===== src/rtl/uart_rx_param.sv =====
// rtl/uart_rx_param.sv - parametrised UART receiver, 16x oversampling with 6-sample majority vote
module uart_rx_param #(
    parameter int DATA_W = 8,
    parameter int DIV_W  = 16
) (
    input  logic              Clk,
    input  logic              Rst,
    input  logic [DIV_W-1:0]  baud_div,
    input  logic [1:0]        parity_mode,
    input  logic              stop_bits,
    input  logic              Rs232_Rx,
    output logic [DATA_W-1:0] data_byte,
    output logic              Rx_Done,
    output logic              parity_err,
    output logic              frame_err
);

    localparam int CNT_W = $clog2(DATA_W + 4);
    localparam logic [CNT_W-1:0] LAST_DATA = CNT_W'(DATA_W - 1);

    typedef enum logic [2:0] {IDLE, START, DATA, PARITY, STOP} state_t;
    state_t state, state_next;

    logic              rx_s1, rx_s2, rx_prev;
    logic [DIV_W-1:0]  div_l, div_cnt;
    logic [1:0]        par_l;
    logic              stop2_l;
    logic [3:0]        sub_cnt;
    logic [2:0]        vote_sum, sum_next;
    logic [CNT_W-1:0]  bit_cnt;
    logic [DATA_W-1:0] shift;
    logic              par_acc, perr_acc, ferr_acc;
    logic              fall, tick, in_window, bit_val, vote_pt, bit_end;
    logic              par_en, last_stop, done;

    assign fall      = rx_prev & ~rx_s2;
    assign tick      = (state != IDLE) && (div_cnt == div_l);
    assign in_window = (sub_cnt >= 4'd6) && (sub_cnt <= 4'd11);
    assign sum_next  = vote_sum + {2'b00, in_window & rx_s2};
    assign bit_val   = (sum_next >= 3'd4);
    assign vote_pt   = tick && (sub_cnt == 4'd11);
    assign bit_end   = tick && (sub_cnt == 4'd15);
    assign par_en    = (par_l == 2'b01) || (par_l == 2'b10);
    assign last_stop = (bit_cnt == {{(CNT_W-1){1'b0}}, stop2_l});
    // Completion happens at the vote of the final stop bit so a new start edge can follow immediately
    assign done      = (state == STOP) && vote_pt && last_stop;

    always_ff @(posedge Clk or posedge Rst) begin
        if (Rst) begin
            state <= IDLE;
        end else begin
            state <= state_next;
        end
    end

    always_comb begin
        state_next = state;
        case (state)
            IDLE:    if (fall) state_next = START;
            START: begin
                if (vote_pt && bit_val) state_next = IDLE;
                else if (bit_end)       state_next = DATA;
            end
            DATA:    if (bit_end && bit_cnt == LAST_DATA) state_next = par_en ? PARITY : STOP;
            PARITY:  if (bit_end) state_next = STOP;
            STOP:    if (done) state_next = IDLE;
            default: state_next = IDLE;
        endcase
    end

    always_ff @(posedge Clk or posedge Rst) begin
        if (Rst) begin
            rx_s1      <= 1'b1;
            rx_s2      <= 1'b1;
            rx_prev    <= 1'b1;
            div_l      <= '0;
            par_l      <= '0;
            stop2_l    <= 1'b0;
            div_cnt    <= '0;
            sub_cnt    <= '0;
            vote_sum   <= '0;
            bit_cnt    <= '0;
            shift      <= '0;
            par_acc    <= 1'b0;
            perr_acc   <= 1'b0;
            ferr_acc   <= 1'b0;
            data_byte  <= '0;
            Rx_Done    <= 1'b0;
            parity_err <= 1'b0;
            frame_err  <= 1'b0;
        end else begin
            rx_s1   <= Rs232_Rx;
            rx_s2   <= rx_s1;
            rx_prev <= rx_s2;
            Rx_Done <= 1'b0;
            if (state == IDLE) begin
                div_cnt  <= '0;
                sub_cnt  <= '0;
                vote_sum <= '0;
                bit_cnt  <= '0;
                par_acc  <= 1'b0;
                perr_acc <= 1'b0;
                ferr_acc <= 1'b0;
                if (fall) begin
                    div_l   <= baud_div;
                    par_l   <= parity_mode;
                    stop2_l <= stop_bits;
                end
            end else begin
                div_cnt <= tick ? '0 : div_cnt + DIV_W'(1);
                if (tick) begin
                    sub_cnt  <= sub_cnt + 4'd1;
                    vote_sum <= (sub_cnt == 4'd15) ? 3'd0 : sum_next;
                end
                if (vote_pt) begin
                    case (state)
                        DATA: begin
                            shift   <= {bit_val, shift[DATA_W-1:1]};
                            par_acc <= par_acc ^ bit_val;
                        end
                        // Even parity expects an overall XOR of 0, odd parity expects 1
                        PARITY: perr_acc <= (par_acc ^ bit_val) != (par_l == 2'b10);
                        STOP: begin
                            if (!bit_val) ferr_acc <= 1'b1;
                            if (last_stop) begin
                                Rx_Done    <= 1'b1;
                                data_byte  <= shift;
                                parity_err <= perr_acc;
                                frame_err  <= ferr_acc | ~bit_val;
                            end
                        end
                        default: ;
                    endcase
                end
                if (bit_end) begin
                    if ((state == DATA && bit_cnt != LAST_DATA) || state == STOP)
                        bit_cnt <= bit_cnt + CNT_W'(1);
                    else
                        bit_cnt <= '0;
                end
            end
        end
    end

endmodule


===== config.mk =====
export PLATFORM = sky130hd
export DESIGN_NAME = uart_rx_param
export DESIGN_NICKNAME = d
export VERILOG_FILES = /design/src/rtl/uart_rx_param.sv
export SDC_FILE = /design/constraint.sdc
export NUM_CORES = 1
export LEC_CHECK = 0
export BUFFER_PORTS_ARGS = -buffer_cell sky130_fd_sc_hd__buf_2
export CAP_MARGIN = 20
export CORE_UTILIZATION = 60
export DETAILED_ROUTE_END_ITERATION = 6
export GPL_ROUTABILITY_DRIVEN = 0
export PLACE_DENSITY = 0.81
export SKIP_CTS_REPAIR_TIMING = 1
export SLEW_MARGIN = 40
export SYNTH_ARGS = -nofsm -noshare
export SYNTH_HDL_FRONTEND = slang
export SYNTH_SLANG_ARGS = --single-unit

===== constraint.sdc =====
create_clock -name Clk -period 5.3 [get_ports Clk]
set_input_delay 0.795 -clock Clk [delete_from_list [all_inputs] [get_ports Clk]]
set_output_delay 0.795 -clock Clk [all_outputs]
set_load 0.02 [all_outputs]

==> results.yml <==
logic_synthesis:
  syn_area_um2: 3450
  syn_inst: 296
  ys_async_sr_fraction_pct: 100
  avgSynthCellArea_um2: 11.7
  yosysTopAreaCell: "dfrtp_1"
  ys_top_cells_by_count: "dfrtp_1, nor2_1, mux2_2, xnor2_1, nand3_1"
  ys_seq_area_share_pct: 53.8
  synth_top_area_share_pct: 51.5
  synth_nets: 325
  synth_edf_count: 0
  synth_most_common_cell: "dfrtp_1"
  synth.area.top_cells: "dfrtp_1, mux2_2, xnor2_1"
  synth_seq_cells: 74
  yosysWarnings: 0
  synth_flop_cell: "dfrtp_1"
  synth.distinct_cells: 45
outcome:
  status: "complete, no violations"
grt:
  antenna_found_initial: 0
  grt_remaining_overflow: 0
  track_usage_pct: 23.7
  grt_pass1_vias: 2329
  grt_pass1_wl_um: 10800
  grt_max_degree: 75
setup_path:
  cp_cell_sequence: "xnor2_1 > nand4_1 > nor4_4 > buf_4 > nand2_1 > nor3_4 > mux2_2"
  crit_fanout: 20
  critical_path_arrival_ps: 2820
  worstPathRequired_ps: 5540
  crit_path_max_incr_delay_ps: 530
  crit_family: "simple AND/OR/NAND/NOR gates"
  end_kind: "flop"
  worst-path-buf-inv: 1
  critPathKind: "flop to flop"
  slowest_stage: "nor3_4"
  startpoint_type: "flop"
floorplanning:
  die_width_um: 77.8
  core-area_um2: 5540
  die_area_um2: 6060
  io_pins: 33
  die_y_um: 77.8
  start_util_pct: 62.3
  rows: 27
pwr:
  power_density_nw_per_um2: 369
  peakVddDrop_mv: 0.306
  leakage_nw: 1.89
route:
  wl_um: 6240
  drtIter0Drc: 80
  vias: 2252
  ant_nets: 0
  drt_pass1_iterations: 4
  vias_per_cell: 5.48
  wl_per_cell_um: 15.2
  drc: 0
worst_hold_path:
  min_path_type: "flop to flop"
clocking:
  cts-root-buf: "clkbuf_8"
  clkTransAtPathRegs_ps: 80
  cts_tree: "done"
  cts.sinks: 74
  cts_max_path_buffers: 2
  cts_made_buffers: 9
  clk_latency_ps: 350
  htreeDepth: 3
layout:
  multi_input_area_um2: 1520
  area_delta_synth_final_pct: 12.7
  antenna_cells: 0
  fin_nets: 363
  drive_above_1_share_pct: 26.8
  fillers: 422
  seq_area_um2: 1860
  fin_area_um2: 3890
sta:
  min_period_ps: 2580
  skew_ps: 6.27
  worst_slew_pin_slew_ps: 652
  final.setup.tns_ps: 0
  setup_violations: 0
  fmax_ghz: 0.387
  rsz0062_at_grt: "false"
  slew_violations: 0
  slew_headroom_pct: 56.5
  finalCritPeriodShare_pct: 48.7
  finalHoldViolations: 0
place:
  placed_area_um2: 3700
  io_buffers: 32
  dp_hpwl_um: 4400
run:
  cap_violations: 0
-- final cells by class --
class,count,share of cell area [%]
Timing Repair Buffer,37,5.18
Tap cell,72,2.32
Clock inverter,4,0.644
Multi-Input combinational cell,205,39.2
Inverter,7,0.676
Sequential cell,74,47.7
Clock buffer,12,4.25
-- flip-flops by register name, indices dropped and copies added, names as in the netlist, 2 cells and up --
signal     count
vote_sum       3
state          3
par_l          2
bit_cnt        4
data_byte      8
div_l         16
shift          8
sub_cnt        4
div_cnt       16
-- per-layer routing --
layer	vias up	part of all wire (%)	track usage, %	wire length [um]
met2	39	51	41.2	3200
li1	1094	-	-	-
met3	12	3.6	6.94	227
met4	0	1.7	8.68	106
met1	1107	43	27.6	2700
met5	-	0	0	0
-- per-stage QoR --
step | setup WS, ps | total power, mW | util [%] | instances | hold WS, ps
2_1_floorplan | 2630 | 0.950 | - | 296 | 345
3_3_place_gp | 2810 | 1.02 | 66.4 | 393 | 346
3_5_place_dp | 2720 | 1.04 | 66.7 | 395 | 352
4_1_cts | 2670 | 1.45 | 70.2 | 411 | 363
5_1_grt | 2550 | 1.50 | 70.2 | 411 | 369
6_report | 2720 | 1.43 | 70.2 | 411 | 361
-- power breakdown --
| group | internal [mW] | switching, mW |
|---|---|---|
| Sequential | 0.659 | 0.0822 |
| Combinational | 0.153 | 0.129 |
| Clock | 0.207 | 0.205 |
| Total | 1.02 | 0.416 |
-- worst register-to-register path, stage by stage, from the launching register on --
cell     delay, ps
dfrtp_1        430
xnor2_1        240
nand4_1        200
nor4_4         260
buf_4          290
nand2_1        130
nor3_4         530
mux2_2         400
-- cells in the final DEF (no fill, tap or decap), drive strengths merged, types with 10 or more instances in the layout --
cell    Yosys  layout
dfrtp      71      71
buf         6      37
mux2       35      35
nor2       33      33
xnor2      27      27
nand3      12      12
clkbuf      4      12
nand2      12      12
xor2       11      11
nand4      10      10
-- cell families after synthesis --
family          count (synthesis)  share of synthesized area (%)
simple gates                   97                           15.0
mux                            38                           12.3
compound gates                 25                           4.46
xor+xnor                       38                           9.65
flops                          74                           53.8
buf+inv                        17                           2.28
fa+ha+maj                       7                           2.54
-- worst paths after layout --
check                                      from  slack, ps  cells after the start                        to
setup reg to reg           div_cnt[5]$_DFF_PP0_       2720                      7  data_byte[6]$_DFFE_PP0P_
max in group asynchronous                   Rst       4240                      3     div_l[12]$_DFFE_PP0P_
hold reg to reg                 rx_s1$_DFF_PP1_        360                      0           rx_s2$_DFF_PP1_
hold / removal                  rx_s1$_DFF_PP1_        360                      0           rx_s2$_DFF_PP1_
setup / recovery           div_cnt[5]$_DFF_PP0_       2720                      7  data_byte[6]$_DFFE_PP0P_
min in group asynchronous                   Rst        590                      3      par_l[0]$_DFFE_PP0P_
No activity file was read; power rests on OpenSTA's default activity.
